### src/rtl/bubble_ctrl_sequencer.sv
// Host-side bubble control sequencer: boot / page-read / swap access timing.
// Optional feature macro: BUBBLE_SEQ_ABORT_EN (adds the ABORT input).
module bubble_ctrl_sequencer #(
    parameter int CYCLE_CLKS  = 480,
    parameter int INIT_POS    = 1955,
    parameter int SETUP_CLKS  = 48,
    parameter int BSS_CLKS    = 48,
    parameter int GAP_CLKS    = 96,
    parameter int PULSE_CLKS  = 48,
    parameter int BOOT_CYCLES = 4204,
    parameter int PAGE_CYCLES = 682,
    parameter int SWAP_CYCLES = 16,
    parameter int GUARD_CLKS  = 480
) (
    input  logic        MCLK,
    input  logic        RST,
    input  logic        CMD_VALID,
    output logic        CMD_READY,
    input  logic [1:0]  CMD_TYPE,
    input  logic [11:0] CMD_POS,
`ifdef BUBBLE_SEQ_ABORT_EN
    input  logic        ABORT,
`endif
    output logic        nINCTRL,
    output logic        nBSS,
    output logic        nBSEN,
    output logic        nREPEN,
    output logic        nBOOTEN,
    output logic        nSWAPEN,
    output logic        BUSY,
    output logic        DONE,
    output logic        ERR,
    output logic [11:0] CURPOS
);
    localparam logic [11:0] POS_MAX = 12'd2052;
    localparam logic [1:0]  T_BOOT = 2'b00, T_PAGE = 2'b01, T_SWAP = 2'b10, T_ILL = 2'b11;

    // S_ERR and S_DONE are single-clock states that carry the ERR / DONE pulses.
    typedef enum logic [3:0] {
        S_IDLE, S_ERR, S_SETUP, S_STROBE, S_GAP, S_RUN, S_PULSE, S_HOLD, S_RELEASE, S_DONE
    } state_t;

    state_t      state, state_nxt;
    logic [15:0] cnt, cnt_nxt, cyc, cyc_nxt, wraps, wraps_nxt, hold_cycles;
    logic [11:0] pos_nxt, pos_inc, tgt, tgt_nxt;
    logic [1:0]  typ, typ_nxt;
    logic        wrap, abort;
    logic        ctl_active, ctl_run, ctl_boot;

`ifdef BUBBLE_SEQ_ABORT_EN
    assign abort = ABORT;
`else
    assign abort = 1'b0;
`endif

    always_ff @(posedge MCLK) begin
        if (RST) begin
            state  <= S_IDLE;
            cnt    <= '0;
            cyc    <= '0;
            wraps  <= '0;
            typ    <= T_BOOT;
            tgt    <= '0;
            CURPOS <= 12'(INIT_POS);
        end else begin
            state  <= state_nxt;
            cnt    <= cnt_nxt;
            cyc    <= cyc_nxt;
            wraps  <= wraps_nxt;
            typ    <= typ_nxt;
            tgt    <= tgt_nxt;
            CURPOS <= pos_nxt;
        end
    end

    always_comb begin
        state_nxt   = state;
        cnt_nxt     = cnt + 16'd1;
        cyc_nxt     = cyc;
        wraps_nxt   = wraps;
        pos_nxt     = CURPOS;
        typ_nxt     = typ;
        tgt_nxt     = tgt;
        wrap        = (cyc == 16'(CYCLE_CLKS - 1));
        pos_inc     = (CURPOS >= POS_MAX) ? 12'd0 : CURPOS + 12'd1;
        hold_cycles = (typ == T_SWAP) ? 16'(SWAP_CYCLES) : 16'(PAGE_CYCLES);

        case (state)
            S_IDLE: begin
                cnt_nxt = '0;
                if (CMD_VALID && CMD_READY) begin
                    typ_nxt = CMD_TYPE;
                    tgt_nxt = CMD_POS;
                    if (CMD_TYPE == T_ILL || (CMD_TYPE != T_BOOT && CMD_POS > POS_MAX))
                        state_nxt = S_ERR;
                    else
                        state_nxt = S_SETUP;
                end
            end
            S_ERR: state_nxt = S_IDLE;
            S_SETUP: if (cnt == 16'(SETUP_CLKS - 1)) begin
                state_nxt = S_STROBE;
                cnt_nxt   = '0;
            end
            S_STROBE: if (cnt == 16'(BSS_CLKS - 1)) begin
                state_nxt = S_GAP;
                cnt_nxt   = '0;
            end
            S_GAP: if (cnt == 16'(GAP_CLKS - 1)) begin
                state_nxt = S_RUN;
                cnt_nxt   = '0;
                cyc_nxt   = '0;
                wraps_nxt = '0;
            end
            S_RUN, S_PULSE, S_HOLD: begin
                cyc_nxt = wrap ? 16'd0 : cyc + 16'd1;
                if (wrap) begin
                    pos_nxt   = pos_inc;
                    wraps_nxt = wraps + 16'd1;
                end
                // Target compare only on an increment, so a target equal to the
                // starting position costs a full revolution.
                if (state == S_RUN) begin
                    if (wrap && typ == T_BOOT && wraps_nxt == 16'(BOOT_CYCLES)) begin
                        state_nxt = S_RELEASE;
                        cnt_nxt   = '0;
                    end else if (wrap && typ != T_BOOT && pos_inc == tgt) begin
                        state_nxt = S_PULSE;
                        cnt_nxt   = '0;
                        wraps_nxt = '0;
                    end
                end else if (wrap && wraps_nxt == hold_cycles) begin
                    state_nxt = S_RELEASE;
                    cnt_nxt   = '0;
                end else if (state == S_PULSE && cnt == 16'(PULSE_CLKS - 1)) begin
                    state_nxt = S_HOLD;
                end
            end
            S_RELEASE: if (cnt == 16'(GUARD_CLKS - 1)) state_nxt = S_DONE;
            S_DONE:    state_nxt = S_IDLE;
            default:   state_nxt = S_IDLE;
        endcase

        if (abort && (state inside {S_SETUP, S_STROBE, S_GAP, S_RUN, S_PULSE, S_HOLD})) begin
            state_nxt = S_RELEASE;
            cnt_nxt   = '0;
            pos_nxt   = CURPOS;
        end

        ctl_active = state_nxt inside {S_SETUP, S_STROBE, S_GAP, S_RUN, S_PULSE, S_HOLD, S_RELEASE};
        ctl_run    = state_nxt inside {S_RUN, S_PULSE, S_HOLD};
        ctl_boot   = (typ_nxt == T_BOOT) &&
                     (state_nxt inside {S_SETUP, S_STROBE, S_GAP, S_RUN});
    end

    // Outputs are decoded from the next state and registered.
    always_ff @(posedge MCLK) begin
        if (RST) begin
            nINCTRL   <= 1'b1;
            nBSS      <= 1'b1;
            nBSEN     <= 1'b1;
            nREPEN    <= 1'b1;
            nBOOTEN   <= 1'b1;
            nSWAPEN   <= 1'b1;
            CMD_READY <= 1'b1;
            BUSY      <= 1'b0;
            DONE      <= 1'b0;
            ERR       <= 1'b0;
        end else begin
            nINCTRL   <= !ctl_active;
            nBSS      <= (state_nxt != S_STROBE);
            nBSEN     <= !ctl_run;
            nREPEN    <= !(state_nxt == S_PULSE && typ_nxt == T_PAGE);
            nBOOTEN   <= !ctl_boot;
            nSWAPEN   <= !(state_nxt == S_PULSE && typ_nxt == T_SWAP);
            CMD_READY <= (state_nxt == S_IDLE);
            BUSY      <= (state_nxt != S_IDLE);
            DONE      <= (state_nxt == S_DONE);
            ERR       <= (state_nxt == S_ERR);
        end
    end
endmodule
### config.mk
export PLATFORM = sky130hd
export DESIGN_NAME = bubble_ctrl_sequencer
export DESIGN_NICKNAME = d
export VERILOG_FILES = /design/src/rtl/bubble_ctrl_sequencer.sv
export SDC_FILE = /design/constraint.sdc
export NUM_CORES = 1
export LEC_CHECK = 0
export ABC_AREA = 1
export BUFFER_PORTS_ARGS = -buffer_cell sky130_fd_sc_hd__buf_2
export CORE_UTILIZATION = 40
export CTS_BUF_LIST = sky130_fd_sc_hd__clkbuf_8
export DETAILED_ROUTE_END_ITERATION = 7
export GPL_TIMING_DRIVEN = 0
export PLACE_DENSITY = 0.69
export RECOVER_POWER = 100
export SYNTH_ARGS = -nofsm -noshare
export SYNTH_HDL_FRONTEND = slang
export SYNTH_SLANG_ARGS = --single-unit
### constraint.sdc
create_clock -name MCLK -period 4.6 [get_ports MCLK]
set_clock_uncertainty 0.05 [all_clocks]
set_input_delay 1.38 -clock MCLK [delete_from_list [all_inputs] [get_ports MCLK]]
set_output_delay 1.38 -clock MCLK [all_outputs]
set_load 0.005 [all_outputs]
==> flow_summary.ini <==
[placed_design]
dp_cells = 1110
dp_hpwl_um = 10900
finalWeightedCongestion = 0.874
place_area_sq_um = 5970
io_buffers = 37

[clock_tree]
cts_tree = built
ctsHoldBuffers = 0
cts_buffer_depth = 2
clock_latency_ns = 0.39
clk_pin_slew_ns = 0.10
htreeDepth = 3
root_buffer = clkbuf_8
cts_setup_buffers = 0
cts_buffers = 9
cts.repair.resized = 0
cts.sinks = 88

[final_layout]
layout.nets = 967
design_area_sq_um = 6110
diodes = 0
fin_cells = 1126
areaGrowthSynthToFinish_pct = 9.85
drive_gt1_share_pct = 10.1
nFillCells = 1452

[sta]
min_period_over_period_pct = 75.8
fmax_mhz = 287
hold_viol = 0
maxSlewHeadroom_pct = 56.0
setup_tns_ns = 0
slew_violations = 0
tightest_slew_ns = 0.657
rsz0062_at_grt = no
layout_min_cycle_time_ns = 3.49
setup_viol = 0

[job]
cap_violations = 0

[floorplan]
die_h_um = 120
start_util_pct = 41.5
core_area_sq_um = 13400
dieWidth_um = 120
dieArea_sq_um = 14400
pin_count = 39
rows = 42

[pwr]
ir_worst_vdd_v = 0.000205
leakage_nw = 2.54
clockPowerShare_pct = 35.7
cellInternalPower_w = 0.00112
p_per_area_nw_per_um2 = 256
comb_power_share_pct = 12.3
p_sw_share_pct = 28.2
p_switching_w = 0.000441
power.share.sequential_pct = 52.0

[synth]
synth_seq_cells = 88
ys.warnings.count = 0
ys_seq_area_share_pct = 31.7
syn-cell-area_sq_um = 5560
syn_inst = 897
synth_nets = 919
netlist-cell-type-count = 39
syn_area_per_cell_sq_um = 6.20
synth_edf_count = 0
synth_ff_type = dfxtp_1
async_flop_share_pct = 0

[worst_setup_path]
cp-startpoint = cyc[0]
arrival_ns = 3.76
critPathKind = reg2reg
timing.rr.start = cyc[0]
start_kind = flop
cp_max_fo = 10
cp-end-kind = flop
critical_path_required_ns = 4.87

[route]
viasPerCell = 5.03
ant_nets = 0
drc = 0
drt-total-wl_um = 14300
drt_pass1_iterations = 5
post_drt_wl_per_cell_um = 12.7
drt-initial-drc-count = 338
vias = 5665

[run_status]
status = finished clean

[global_routing]
grt_pass1_vias = 5163
grt_overflow = 0
grt_max_degree = 15
grt_pass1_wl_um = 24100
grtUsageTotal_pct = 20.9
antenna_found_initial = 0

[worst_hold_path]
hp-start = cnt[0]
hp-class = reg2reg
[synth_stat cells (2+ instances only)]
| master | number | area share [%] |
|---|---|---|
| buf_2 | 2 | 0.18 |
| o21a_1 | 2 | 0.27 |
| xor2_1 | 17 | 2.7 |
| ha_1 | 5 | 1.1 |
| inv_2 | 10 | 0.67 |
| nor2_4 | 3 | 0.61 |
| dfxtp_1 | 88 | 32 |
| o21ai_0 | 35 | 3.1 |
| clkinv_1 | 3 | 0.20 |
| a21oi_1 | 53 | 4.8 |
| o31ai_1 | 2 | 0.27 |
| nand3_2 | 2 | 0.36 |
| a221oi_1 | 4 | 0.63 |
| nor3_1 | 18 | 1.6 |
| nor4_1 | 6 | 0.67 |
| nand2_1 | 233 | 16 |
| nor2_1 | 124 | 8.4 |
| buf_6 | 2 | 0.40 |
| nand3_1 | 77 | 6.9 |
| inv_1 | 107 | 7.2 |
| o21ai_1 | 6 | 0.54 |
| a31oi_1 | 2 | 0.22 |
| nand2_2 | 16 | 1.8 |
| nand2_4 | 6 | 1.2 |
| nor2_2 | 14 | 1.6 |
| buf_4 | 2 | 0.27 |
| xnor2_1 | 2 | 0.31 |
| o211ai_1 | 6 | 0.81 |
| o21ai_2 | 2 | 0.31 |
| clkbuf_1 | 14 | 0.94 |
| nand4_1 | 26 | 2.9 |
[cells in the final DEF, fill, tap and decap left out, drive strengths merged]
cell      Yosys  routed
ha            5       5
xnor2         2       2
a21o          1       1
a221oi        4       4
xor2         17      17
dfxtp        88      88
clkinv        3       6
o21ai        43      43
and2          1       1
nand3        79      79
nand4        26      26
a32o          1       1
nor2        142     142
nor3         18      18
inv         117     118
a31oi         2       2
bufinv        0       1
buf           7      39
o21a          2       2
clkinvlp      0       1
nor4          6       6
o211ai        6       6
o31ai         2       2
a211oi        1       1
a21oi        54      54
o22ai         1       1
clkbuf       14      29
nand2       255     255
[metal layers]
| layer | up-vias | global-route usage (%) | share of wire (%) |
|---|---|---|---|
| met1 | 2525 | 28.3 | 49 |
| met2 | 140 | 33.5 | 44 |
| met5 | - | 0 | 0 |
| met3 | 23 | 3.47 | 5.2 |
| li1 | 2977 | - | - |
| met4 | 0 | 7.11 | 1.7 |
[stage by stage]
stage          power, W  setup slack [ns]  util [%]  hold WS, ns
2_1_floorplan  0.000974              1.88         -        0.367
3_3_place_gp    0.00103              1.34      44.5        0.384
4_1_cts         0.00158              1.75      46.0        0.413
5_1_grt         0.00164             0.759      45.6        0.435
3_5_place_dp    0.00103              1.33      44.5        0.392
6_report        0.00156              1.11      45.6        0.403
[flip-flops by register name (all words and copies together) (netlist names), 2 cells and up]
name,count
cyc,16
typ,2
CURPOS,12
cnt,16
state,4
tgt,12
wraps,16
[power by group through the flow]
stage	Combinational, W	Sequential [W]	Clock (W)
2_1_floorplan	0.000146	0.000829	0
3_3_place_gp	0.000199	0.000830	0
3_5_place_dp	0.000201	0.000830	0
4_1_cts	0.000202	0.000813	0.000568
5_1_grt	0.000222	0.000818	0.000606
6_report	0.000193	0.000813	0.000559
[path summary, 6_finish.rpt]
check | endpoint | slack [ns] | depth (start not counted)
worst min-delay path | cnt[0] | 0.40 | 1
worst min register to register | cnt[0] | 0.40 | 1
worst max-delay path | wraps[8] | 1.11 | 18
worst max register to register | wraps[8] | 1.11 | 18
[critical path, stage by stage, from the launching register on]
cell,delay [ns]
dfxtp_1,0.38
ha_1,0.17
nand2_1,0.10
inv_1,0.12
nand2_1,0.10
nor2_1,0.18
nand2_1,0.31
nand2_1,0.19
nand2_1,0.17
nor2_1,0.16
nand2_1,0.07
nor2_1,0.09
nand3_1,0.09
nor2_2,0.09
nor2_1,0.05
nand2_1,0.28
clkbuf_1,0.43
nand3_1,0.20
a21oi_1,0.18
[area by class of cell]
cell class / count / area, sq um / share of cell area [%]
inverter: 120 / 450 / 7.37
clock inverter: 6 / 60.1 / 0.983
tap: 176 / 220 / 3.60
buffer: 21 / 109 / 1.78
timing repair buffer: 37 / 181 / 2.97
clock buffer: 10 / 138 / 2.25
multi-input combinational: 668 / 3190 / 52.2
sequential: 88 / 1760 / 28.8
[cells by family (layout without fill, tap and decap cells)]
group | Yosys count | count (layout) | synth area share, %
AND/OR/NAND/NOR | 527 | 527 | 42.3
buffers and inverters | 141 | 194 | 10.3
AO/OA/AOI/OAI | 117 | 117 | 11.7
flip-flops | 88 | 88 | 31.7
XOR/XNOR | 19 | 19 | 2.99
adder cells (fa/ha/maj) | 5 | 5 | 1.12
Power figures use the tool's default switching activity.
